===== src/rtl/instr_loader.sv =====
// -----------------------------------------------------------------------------
// instr_loader
//   Receives a program over a byte stream and writes it into instruction
//   memory while holding the core.
//
//   A session is started by a pulse on start. The first four accepted bytes
//   are the word count N, little-endian. They are followed by N instructions
//   of four bytes each, also little-endian. Each instruction is written to
//   word address k (0..N-1) one cycle after its last byte is accepted.
//
//   Ports
//     clk, rst               clock; asynchronous active-high reset
//     start                  pulse: begin a new load session
//     byte_valid, byte_data  incoming byte stream
//     byte_ready             byte is accepted when byte_valid & byte_ready
//     imem_we, imem_addr,    one-cycle write strobe with address and data;
//     imem_wdata             address and data hold between writes
//     cpu_hold               core held while a session is active
//     done, error            result of the last session, sticky until start
// -----------------------------------------------------------------------------
module instr_loader #(
   parameter int IMEM_DEPTH = 1024,
   parameter int ADDR_W     = $clog2(IMEM_DEPTH)
) (
   input  logic              clk,
   input  logic              rst,
   input  logic              start,
   input  logic              byte_valid,
   input  logic [7:0]        byte_data,
   output logic              byte_ready,
   output logic              imem_we,
   output logic [ADDR_W-1:0] imem_addr,
   output logic [31:0]       imem_wdata,
   output logic              cpu_hold,
   output logic              done,
   output logic              error
);

   typedef enum logic [2:0] {
      IDLE = 3'd0,
      LEN  = 3'd1,
      DATA = 3'd2,
      DONE = 3'd3,
      ERR  = 3'd4
   } state_t;

   localparam logic [31:0] DEPTH_W = 32'(IMEM_DEPTH);

   state_t          state;
   logic [1:0]      byte_cnt;
   logic [23:0]     shift_q;     // first three bytes of the current group
   logic [ADDR_W:0] word_cnt;    // one extra bit so N = IMEM_DEPTH cannot wrap
   logic [ADDR_W:0] len_q;
   logic [ADDR_W:0] word_cnt_nxt;
   logic            xfer;
   logic            group_end;
   logic [31:0]     word_now;

   assign byte_ready   = (state == LEN) || (state == DATA);
   assign xfer         = byte_valid && byte_ready;
   assign group_end    = xfer && (byte_cnt == 2'd3);
   // The byte on the bus completes the group: it becomes bits 31:24.
   assign word_now     = {byte_data, shift_q};
   assign word_cnt_nxt = word_cnt + 1'b1;

   always_ff @(posedge clk or posedge rst) begin
      if (rst) begin
         state      <= IDLE;
         byte_cnt   <= 2'd0;
         shift_q    <= 24'd0;
         word_cnt   <= '0;
         len_q      <= '0;
         imem_we    <= 1'b0;
         imem_addr  <= '0;
         imem_wdata <= 32'd0;
         cpu_hold   <= 1'b0;
         done       <= 1'b0;
         error      <= 1'b0;
      end else begin
         imem_we <= 1'b0;

         // Bytes shift in at the top, so the first byte ends up in bits 7:0.
         if (xfer) begin
            shift_q  <= {byte_data, shift_q[23:8]};
            byte_cnt <= byte_cnt + 1'b1;
         end

         case (state)
            IDLE, DONE, ERR: begin
               // Also drops cpu_hold one cycle after the final write.
               cpu_hold <= start;
               if (start) begin
                  state    <= LEN;
                  done     <= 1'b0;
                  error    <= 1'b0;
                  byte_cnt <= 2'd0;
                  word_cnt <= '0;
               end
            end

            LEN: begin
               if (group_end) begin
                  if (word_now == 32'd0) begin
                     state    <= DONE;
                     done     <= 1'b1;
                     cpu_hold <= 1'b0;
                  end else if (word_now > DEPTH_W) begin
                     state    <= ERR;
                     error    <= 1'b1;
                     cpu_hold <= 1'b0;
                  end else begin
                     state <= DATA;
                     len_q <= word_now[ADDR_W:0];
                  end
               end
            end

            DATA: begin
               if (group_end) begin
                  imem_we    <= 1'b1;
                  imem_addr  <= word_cnt[ADDR_W-1:0];
                  imem_wdata <= word_now;
                  word_cnt   <= word_cnt_nxt;
                  // Last word: leave DATA now so no further byte is taken;
                  // cpu_hold stays high through the write cycle.
                  if (word_cnt_nxt == len_q) begin
                     state <= DONE;
                     done  <= 1'b1;
                  end
               end
            end

            default: begin
               state    <= IDLE;
               cpu_hold <= 1'b0;
            end
         endcase
      end
   end

endmodule


===== config.mk =====
export PLATFORM = sky130hd
export DESIGN_NAME = instr_loader
export DESIGN_NICKNAME = d
export VERILOG_FILES = /design/src/rtl/instr_loader.sv
export SDC_FILE = /design/constraint.sdc
export NUM_CORES = 1
export LEC_CHECK = 0
export CAP_MARGIN = 20
export CORE_MARGIN = 1
export CORE_UTILIZATION = 30
export DETAILED_ROUTE_END_ITERATION = 8
export MAX_ROUTING_LAYER = met4
export PLACE_DENSITY_LB_ADDON = 0.3
export SYNTH_ARGS = -nofsm -noshare
export SYNTH_HDL_FRONTEND = slang
export SYNTH_SLANG_ARGS = --single-unit

===== constraint.sdc =====
create_clock -name clk -period 3.3 [get_ports clk]
set_input_delay 0.66 -clock clk [delete_from_list [all_inputs] [get_ports clk]]
set_output_delay 0.66 -clock clk [all_outputs]
set_load 0.03 [all_outputs]

* After elaboration in Yosys (flattened, before gate mapping)
Index checks and enable logic that the tools add are counted.
** Word-level totals
- Register bits :: 97
- Latch bits :: 0
- Bits in writable memories :: 0
- Bits in read-only memories :: 0
- Input bits :: 12
- Output and inout bits :: 47
- Memories :: 0
** Operators by class
- Add/subtract/negate cells :: 2
- Multiply operators :: 0
- Div/mod/pow operators :: 0
- Magnitude comparators :: 1
- Equal/unequal tests :: 14
- Shifts and indexed selects :: 0
- Multiplexer cells :: 29
- Bitwise logic cells :: 3
- Reductions and logical operators :: 16
** Operators with widths (count)
- $gt A32 B11 Y1 const B :: 1
- $logic_not A32 Y1 :: 1
- $mux W11 :: 2
- $pmux W11 S2 :: 1
- $mux W3 :: 6
- $mux W1 :: 13
- $add A11 B1 Y11 const B :: 1
- $eq A11 B11 Y1 :: 1
- $pmux W3 S3 :: 1
- $ne A2 B2 Y1 const B :: 4
- $reduce_and A4 Y1 :: 2
- $eq A3 B2 Y1 const B :: 2
- $mux W2 :: 3
- $ne A2 B1 Y1 const B :: 3
- $pmux W1 S3 :: 2
- $reduce_and A3 Y1 :: 2
- $reduce_and A6 Y1 :: 1
- $reduce_and A5 Y1 :: 1
- $reduce_bool A2 Y1 :: 2
- $eq A3 B1 Y1 const B :: 1
- $eq A3 B3 Y1 const B :: 1
- $logic_not A3 Y1 :: 1
- $ne A3 B1 Y1 const B :: 1
- $not A1 Y1 :: 3
- other kinds (8) :: 9

* Longest topological paths before layout
Gate-level depths: netlist of run 1.
- Depth in word-level cells :: 6
- Mapped depth :: 8
- Gate-level depth less buffers :: 7

* Worst setup path before layout of run 1
No wires, ideal clock.
- Kind :: input -> register
- Start point :: in byte_data[7]
- End point :: reg len_q[0]
- Setup time :: 0.125 ns
- Data arrival time :: 2.255 ns
- Required time :: 3.175 ns
- Path slack :: 0.920 ns
- Stages :: 5
- Path buffers :: 1
- Path through :: or4_1 > or4_4 > nor3_2 > buf_6 > mux2_2
** Between the ends
- Word-level cells in the longest chain between the ends :: 3
** Ends and longest elaborated chain
- start, declared :: line 29 : input logic [7:0] byte_data,
- $gt A32 B11 Y1 or $logic_not A32 Y1 (tied branches) :: line 107, 103
- $not A1 Y1 (no line)
- $reduce_and A4 Y1 (no line) *
- end signal, assigned :: line 113 : len_q <= word_now[ADDR_W:0];
- end, declared :: line 53 : logic [ADDR_W:0] len_q;
Every way passes the cells marked *; elsewhere a longest branch is shown, timed or not.
A chain may end at the register's enable or synchronous reset.

* Worst setup path after layout of run 1
- Start point :: reg state[0]
- End point :: out byte_ready
** Between the ends
- Word-level cells in the longest chain between the ends :: 2
** Ends and longest elaborated chain
- start, declared :: line 49 : state_t state;
- start signal, assigned :: line 68 : state <= IDLE;
- start signal, assigned :: line 93 : state <= LEN;
- start signal, assigned :: line 104 : state <= DONE;
- $eq A3 B1 Y1 or $eq A3 B2 Y1 (tied branches) :: line 59 : assign byte_ready = (state == LEN) || (state == DATA);
- $logic_or A1 B1 Y1 * :: line 59
- end, declared :: line 30 : output logic byte_ready,
Marks and branches as above.

==> results of run 1 <==
[logic make-up (layout without fill, tap and decap cells)]
logic type      count (synthesis)  count (layout)  share of synthesized area, %
buf+inv                        28              90                          2.66
fa+ha+maj                       2               2                         0.579
xor+xnor                       16              16                          3.24
simple gates                   78              78                          9.70
compound gates                 49              49                          7.15
mux                            79              79                          20.5
flops                          97              97                          56.2
[cell usage in the layout, fill, tap and decap left out, drive strengths merged, types with 3 or more instances in the layout]
| master | instances |
|---|---|
| dfrtp | 97 |
| mux2 | 76 |
| clkdlybuf4s50 | 58 |
| o21ai | 19 |
| nand2 | 17 |
| nor2 | 14 |
| inv | 12 |
| nand3 | 11 |
| xnor2 | 10 |
| clkbuf | 10 |
| a21oi | 9 |
| buf | 7 |
| xor2 | 6 |
| nor3 | 6 |
| nor4 | 5 |
| nand4 | 5 |
| or4 | 4 |
| mux2i | 3 |
| and2 | 3 |
| o31ai | 3 |
[power breakdown]
group	internal [µW]	switching [µW]	total (µW)
clock network	618	474	1090
registers	1380	230	1610
logic	300	267	568
[worst max-delay path, cell delays in order (launching register included)]
cell             delay (ns)
dfrtp_1                0.53
inv_1                  0.12
nor3_1                 0.37
nand2b_1               0.16
clkdlybuf4s50_1        0.68
[worst max-delay path by stage]
| stage | end | slack [ns] | depth (start not counted) |
|---|---|---|---|
| final | byte_ready | 0.43 | 4 |
| after global routing | byte_ready | 0.28 | 4 |
| after CTS | byte_ready | 0.43 | 4 |
| after detailed placement | len_q[5] | 0.45 | 6 |
| after global placement | len_q[1] | 0.47 | 6 |
| after floorplan | byte_cnt[0] | 0.11 | 1 |
[layout make-up]
type,count,share of cell area [%]
Sequential cell,97,44.7
Clock inverter,6,1.31
Inverter,9,0.668
Timing Repair Buffer,65,11.9
Clock buffer,10,4.40
Tap cell,180,4.15
Multi-Input combinational cell,224,32.9
[layer usage]
metal,global-route usage (%),up-vias,wire (µm)
met4,5.40,0,189
li1,-,1379,-
met1,17.6,1469,4360
met5,-,-,0
met2,22.0,65,4380
met3,4.68,19,451
[metrics by stage]
step | util, % | instances | total power, µW | setup WS [ns] | hold slack (ns)
global route | 38.8 | 591 | 3440 | 0.285 | 0.524
finish | 38.8 | 591 | 3270 | 0.432 | 0.488
floorplan | - | 349 | 1970 | 0.106 | 0.467
global placement | 36.6 | 575 | 2190 | 0.466 | 0.471
detailed placement | 36.6 | 575 | 2210 | 0.453 | 0.483
CTS | 38.8 | 591 | 3310 | 0.427 | 0.498
[registers in the layout, indices dropped and copies added, names as in the netlist, 2 cells and up]
name / count
word_cnt: 11
shift_q: 24
imem_wdata: 32
byte_cnt: 2
state: 3
len_q: 11
imem_addr: 10
==> run_results.csv, run 1 <==
group,metric,value,unit
yosys,dominantRegCellSynth,"dfrtp_1",
yosys,syn_nets,363,
die,core-area,14000,µm²
die,die_h,122,µm
detailed_routing,wl_per_cell,15.9,µm
critical_path,r2r_start,"word_cnt[0]",
hold_path,hold_start,"imem_addr[9]",
grt,track_usage,14.4,%
cells_and_area,fin_area,5430,µm²
cells_and_area,antenna_cells,0,
yosys,synth.top_cell.area_share,56.2,%
sta,fmax,349,MHz
yosys,netlist_top_cells_count,"97 x dfrtp_1, 76 x mux2_2, 19 x o21ai_0, 17 x nand2_1, 14 x nor2_1",
cells_and_area,drive_above_1_share,25.3,%
die,die-area,14900,µm²
yosys,synth_seq_area_share,56.2,%
sta,finalSetupViolations,0,
detailed_routing,vias,2932,
die,fp.dieW,122,µm
detailed_routing,firstDrtPassIters,4,
detailed_routing,routed_wl,9380,µm
die,core.rowCount,43,
cells_and_area,fill_cells,1365,
yosys,synth_edf_count,0,
place,gp_congestion,0.886,
cells_and_area,num-nets-final,420,
critical_path,cp_data_required_time,2.64,ns
critical_path,crit_path_start,"state[0]",
pwr,p_leak,0.00241,µW
clock_tree,cts_resized,0,
cells_and_area,ff_latch_area,2430,µm²
grt,grt_max_degree,45,
detailed_routing,postRouteAntennaNets,0,
clock_tree,clk_pin_slew,0.07,ns
sta,tightest_slew,1.05,ns
critical_path,r2r_end,"done",
hold_path,hold_depth,2,
sta,slew_headroom,30.3,%
clock_tree,htree_num_levels,3,
critical_path,crit_arrival,2.21,ns
place,io_buffers,58,
cells_and_area,multiInputGateArea,1780,µm²
clock_tree,hold_buffers,0,
sta,drv_slew,0,
sta,fin_crit,2.87,ns
clock_tree,cts_sinks,97,
critical_path,endpoint_kind,"output pin",
sta,tns,0,ns
pwr,power_density,602,nW/µm²
yosys,yosysTopAreaCell,"dfrtp_1",
die,start_util,30.9,%
critical_path,start_kind,"register",
run,max_cap_viol_count,0,
yosys,yosys_warnings,0,
yosys,syn_avg_cell_area,12.4,µm²
cells_and_area,area_growth,25.6,%
run_status,status,"finished clean",
critical_path,crit_fanout,11,
detailed_routing,drtIter0Drc,112,
grt,grt_pass1_vias,3042,
detailed_routing,viasPerCell,4.96,
clock_tree,post_cts_buffers,0,
place,dpl.hpwl,6420,µm
grt,overflow,0,
yosys,post-synth-top-count-cell,"dfrtp_1",
die,top_level_ports,59,
clock_tree,clock_path_buffers,2,
grt,grt_pass1_wl,15800,µm
sta,finalHoldViolCount,0,
yosys,syn-cell-area,4320,µm²
clock_tree,cts_made_buffers,9,
critical_path,criticalPathCategory,"reg2out",
yosys,netlist_instances,349,
hold_path,worst_hold_path.endpoint,"imem_addr[9]",
critical_path,reg2regPathDepth,7,
grt,antenna_found_initial,0,
yosys,ys_ff_latch,97,
detailed_routing,route.detailed.drc,0,
sta,rsz0062_at_grt,"false",
yosys,async_reset_ff_share,100,%
yosys,ys_top_cells_by_area,"dfrtp_1 56%, mux2_2 20%, o21ai_0 2.2%, xnor2_1 2.0%, nand2_1 1.5%",
clock_tree,clkLatencyLatePin,0.35,ns
sta,fin_skew,0.00969,ns
clock_tree,cts_root_buf,"clkbuf_16",
critical_path,rrSetupSlack,0.99,ns
yosys,synth_cell_types,47,
hold_path,hp-class,"reg2reg",
sta,fin_crit_sh,86.9,%
pwr,vdd_drop_max,0.305,mV
place,placed_cell_area,5120,µm²
clock_tree,cts_tree,"yes",
(Power assumes the default switching activity.)
==> inputs of run 2 (changes only) <==
SLEW_MARGIN = 20   (was unset)
==> run 2 against run 1 <==
Power up 0.11%. Core utilization is essentially flat. Via count is 0.14% higher. Routed wire length decreased by 0.14%. Die area is the same. Fmax about the same. Global-route usage is the same. Count of clock-buffer cells in the layout stayed put. Clock skew hardly changed. Worst hold slack is essentially flat. Combinational power is essentially flat. Critical path type unchanged. Largest cell class unchanged.
==> run_results.csv, run 2 (synthesis gave the netlist of run 1 again) <==
group,metric,value,unit
clock_tree,cts_resized,0,
critical_path,r2r_start,"word_cnt[0]",
hold_path,hold_start,"imem_addr[9]",
cells_and_area,ff_latch_area,2430,µm²
clock_tree,cts_sinks,97,
cells_and_area,most-common-layout-cells,"97 x dfrtp_1, 76 x mux2_2, 58 x clkdlybuf4s50_1, 19 x o21ai_0, 17 x nand2_1",
critical_path,endpoint_kind,"output pin",
clock_tree,clock_path_buffers,2,
detailed_routing,routed_wl,9370,µm
cells_and_area,final_common_cell,"dfrtp_1",
die,die_h,122,µm
critical_path,reg2regPathDepth,7,
cells_and_area,largest_reg_flops,32,
sta,drv_slew,0,
sta,rsz0062_at_grt,"false",
critical_path,crit_arrival,2.21,ns
clock_tree,hold_buffers,0,
sta,fin_crit,2.87,ns
cells_and_area,multiInputGateArea,1780,µm²
critical_path,crit_fanout,11,
detailed_routing,viasPerCell,4.96,
clock_tree,clk_pin_slew,0.07,ns
grt,grt_max_degree,45,
critical_path,cp_data_required_time,2.64,ns
die,core-area,14000,µm²
grt,track_usage,14.4,%
run,max_cap_viol_count,0,
sta,finalSetupViolations,0,
detailed_routing,wl_per_cell,15.8,µm
die,start_util,30.9,%
sta,finalHoldViolCount,0,
critical_path,rrSetupSlack,0.98,ns
hold_path,hold_depth,2,
critical_path,criticalPathCategory,"reg2out",
clock_tree,cts_made_buffers,9,
clock_tree,clkLatencyLatePin,0.35,ns
detailed_routing,firstDrtPassIters,4,
die,fp.dieW,122,µm
pwr,p_leak,0.00242,µW
place,placed_cell_area,5120,µm²
sta,fmax,349,MHz
place,io_buffers,58,
clock_tree,cts_root_buf,"clkbuf_16",
cells_and_area,fin_area,5430,µm²
critical_path,r2r_end,"done",
pwr,power_density,602,nW/µm²
die,core.rowCount,43,
pwr,vdd_drop_max,0.305,mV
cells_and_area,drive_above_1_share,25.5,%
sta,tightest_slew,0.788,ns
grt,antenna_found_initial,0,
run_status,status,"finished clean",
cells_and_area,fill_cells,1365,
cells_and_area,num-nets-final,421,
hold_path,worst_hold_path.endpoint,"imem_addr[9]",
detailed_routing,drtIter0Drc,105,
cells_and_area,antenna_cells,0,
clock_tree,cts_tree,"yes",
grt,grt_pass1_wl,15800,µm
sta,fin_skew,0.00965,ns
place,gp_congestion,0.886,
die,die-area,14900,µm²
detailed_routing,postRouteAntennaNets,0,
detailed_routing,route.detailed.drc,0,
die,top_level_ports,59,
grt,overflow,0,
critical_path,start_kind,"register",
cells_and_area,largest-register,"imem_wdata",
sta,fin_crit_sh,86.9,%
hold_path,hp-class,"reg2reg",
place,dpl.hpwl,6420,µm
clock_tree,htree_num_levels,3,
sta,slew_headroom,47.4,%
detailed_routing,vias,2936,
sta,tns,0,ns
cells_and_area,largestRegisters,"imem_wdata x32, shift_q x24",
cells_and_area,area_growth,25.7,%
clock_tree,post_cts_buffers,0,
grt,grt_pass1_vias,3042,
run 2: cell types whose count changed in the layout (fill, tap and decap cells not counted), sizes merged:
cell and change:
clkbuf +1
run 2: worst max path at each step:
stage                     slack, ns     endpoint    startpoint
after floorplan                0.11  byte_cnt[0]           rst
after global placement         0.47     len_q[1]  byte_data[7]
after detailed placement       0.45     len_q[5]  byte_data[7]
after CTS                      0.43   byte_ready      state[0]
after global routing           0.28   byte_ready      state[0]
final                          0.43   byte_ready      state[0]
run 2: where the power goes:
part	internal [µW]	leakage (µW)	switching, µW
combinational	303	0.000974	269
sequential	1380	0.00129	229
clock	618	0.000151	475
total	2300	0.00242	973
run 2: area by class of cell:
cell class	instances	area share, %
Inverter	9	0.668
Tap cell	180	4.14
Clock inverter	6	1.31
Timing Repair Buffer	66	12.0
Multi-Input combinational cell	224	32.8
Clock buffer	10	4.40
Sequential cell	97	44.7
run 2: critical path: stages (launching register included):
cell and delay [ns]:
dfrtp_1 0.53, inv_1 0.12, nor3_1 0.37, nand2b_1 0.16, clkdlybuf4s50_1 0.68
run 2: routing by layer:
| metal | vias to the layer above | wire length, µm | part of all wire [%] | track usage, % |
|---|---|---|---|---|
| met2 | 61 | 4390 | 47 | 22.0 |
| met4 | 0 | 177 | 1.9 | 5.40 |
| met1 | 1475 | 4350 | 46 | 17.6 |
| li1 | 1383 | - | - | - |
| met3 | 17 | 451 | 4.8 | 4.68 |
| met5 | - | 0 | 0 | - |
run 2: per-stage QoR:
stage	worst slack, ns	hold slack (ns)	std cells	utilization [%]	total power (µW)
final	0.432	0.488	592	38.8	3270
after global routing	0.285	0.524	592	38.8	3440
after CTS	0.427	0.498	591	38.8	3310
after detailed placement	0.453	0.483	575	36.6	2210
after global placement	0.466	0.471	575	36.6	2190
after floorplan	0.106	0.467	349	-	1970
==> inputs of run 3 (changes only) <==
clock period = 2.8 ns   (was 3.3 ns; I/O delays follow)
==> run 3 against run 2 <==
Critical path depth shrank 1. Routed wire length shrank 2.5%. Flip-flop and latch count is the same. Sequential power grew 17%. Die area is the same. Design area grew 0.39%. Via count shrank 0.61%. Global-route usage shrank 0.44 points. Critical endpoint unchanged.
==> run_results.csv, run 3 (synthesis gave the netlist of run 1 again) <==
group,metric,value,unit
critical_path,cp_slowest_cell,"clkdlybuf4s50_1",
cells_and_area,most-common-layout-cells,"96 x dfrtp_1, 76 x mux2_2, 58 x clkdlybuf4s50_1, 19 x o21ai_0, 17 x nand2_1",
run_status,status,"finished clean",
critical_path,cp_data_required_time,2.24,ns
detailed_routing,vias,2918,
cells_and_area,final_cells,594,
grt,grt_pass1_vias,2892,
grt,grtUsageMet3,4.35,%
pwr,p_sw,1100,µW
grt,grt_max_degree,53,
sta,finalSetupViolations,0,
sta,tightest_slew,0.664,ns
clock_tree,post_cts_buffers,0,
pwr,power_density,702,nW/µm²
grt,overflow,0,
sta,fin_crit_sh,93.5,%
grt,grt_util_met1,17.5,%
die,die-area,14900,µm²
hold_path,worst_hold_path.endpoint,"imem_addr[9]",
run,max_cap_viol_count,0,
detailed_routing,firstDrtPassIters,4,
cells_and_area,largest-register,"imem_wdata",
clock_tree,clkLatencyLatePin,0.34,ns
cells_and_area,num-nets-final,423,
clock_tree,cts_tree,"yes",
cells_and_area,final_common_cell,"dfrtp_1",
pwr,switching_share,28.8,%
sta,fin_crit,2.62,ns
critical_path,r2r_end,"done",
sta,fin_skew,0.00850,ns
critical_path,crit_fanout,15,
grt,use_met2,21.3,%
clock_tree,hold_buffers,0,
sta,slew_headroom,55.7,%
detailed_routing,postRouteAntennaNets,0,
hold_path,hold_depth,2,
critical_path,endpoint_kind,"output pin",
cells_and_area,area_growth,26.2,%
die,top_level_ports,59,
pwr,clock_power_share,33.4,%
sta,drv_slew,0,
grt,antenna_found_initial,0,
detailed_routing,route.detailed.drc,0,
detailed_routing,wl_per_cell,15.4,µm
clock_tree,clk_pin_slew,0.06,ns
clock_tree,clock_path_buffers,2,
die,die_h,122,µm
die,fp.dieW,122,µm
detailed_routing,routed_wl,9140,µm
sta,finalHoldViolCount,0,
die,start_util,30.9,%
cells_and_area,utilization,39.0,%
clock_tree,cts_resized,0,
critical_path,criticalPathCategory,"reg2out",
clock_tree,cts_root_buf,"clkbuf_16",
grt,top_usage_layer,"met2",
pwr,vdd_drop_max,0.485,mV
pwr,internal-power,2720,µW
hold_path,hp-class,"reg2reg",
critical_path,r2r_start,"word_cnt[0]",
place,gp_congestion,0.811,
clock_tree,cts_made_buffers,9,
pwr,pwr-share-seq,49.3,%
critical_path,start_kind,"register",
grt,grt_pass1_wl,15400,µm
place,io_buffers,58,
cells_and_area,largestRegisters,"imem_wdata x32, shift_q x24",
pwr,p_comb_share,17.3,%
place,dp.cells,577,
sta,tns,0,ns
cells_and_area,largest_reg_flops,32,
critical_path,crit_arrival,2.06,ns
place,dpl.hpwl,6290,µm
hold_path,hold_start,"imem_addr[9]",
critical_path,path_cells,"nor3_1 -> nand2b_1 -> clkdlybuf4s50_1",
sta,rsz0062_at_grt,"false",
cells_and_area,drive_above_1_share,26.1,%
die,core-area,14000,µm²
critical_path,reg2regPathDepth,7,
clock_tree,cts_sinks,97,
critical_path,rrSetupSlack,0.47,ns
grt,track_usage,13.9,%
detailed_routing,drtIter0Drc,120,
pwr,p_leak,0.00243,µW
cells_and_area,antenna_cells,0,
detailed_routing,viasPerCell,4.91,
critical_path,cp_slowest_stage_delay,0.68,ns
die,core.rowCount,43,
clock_tree,htree_num_levels,3,
sta,fmax,382,MHz
run 3: critical path, delay by kind of cell, from the launching register on:
family        cells  cell delay (ns)
buf+inv           1             0.68
flops             1             0.54
simple gates      2             0.49
run 3: worst max-delay path by stage:
stage,from,end,cells past startpoint
after floorplan,byte_data[7],len_q[0],5
after global placement,byte_data[7],len_q[10],6
after detailed placement,byte_data[7],len_q[7],6
after CTS,state[0],byte_ready,4
after global routing,state[0],byte_ready,4
final,state[1],byte_ready,3
run 3: through the flow:
stage | total power, µW | hold WS (ns) | instance area (µm²) | setup WS (ns)
floorplan | 2320 | 0.467 | 4330 | 0.520
CTS | 3880 | 0.489 | 5450 | 0.0690
detailed placement | 2590 | 0.475 | 5130 | 0.00833
global route | 4050 | 0.513 | 5460 | 0.0487
finish | 3830 | 0.480 | 5460 | 0.183
global placement | 2580 | 0.471 | 5130 | 0.0507
run 3: final cells by class:
type	instances	area, µm²
fill	1378	8530
sequential	97	2430
multi-input combinational	224	1780
timing repair buffer	68	666
clock buffer	11	253
tap	180	225
clock inverter	5	61.3
inverter	9	37.5
run 3: layer usage:
metal  part of all wire [%]  vias to the layer above
met2                     48                       60
li1                       -                     1388
met3                    4.9                       10
met5                      0                        -
met1                     46                     1460
met4                    1.2                        0
run 3: power by group through the flow:
stage          clock network [µW]  logic (µW)  registers [µW]
2_1_floorplan                   0         496            1830
3_3_place_gp                    0         660            1920
3_5_place_dp                    0         671            1920
4_1_cts                      1320         673            1890
5_1_grt                      1370         738            1930
6_report                     1280         664            1890
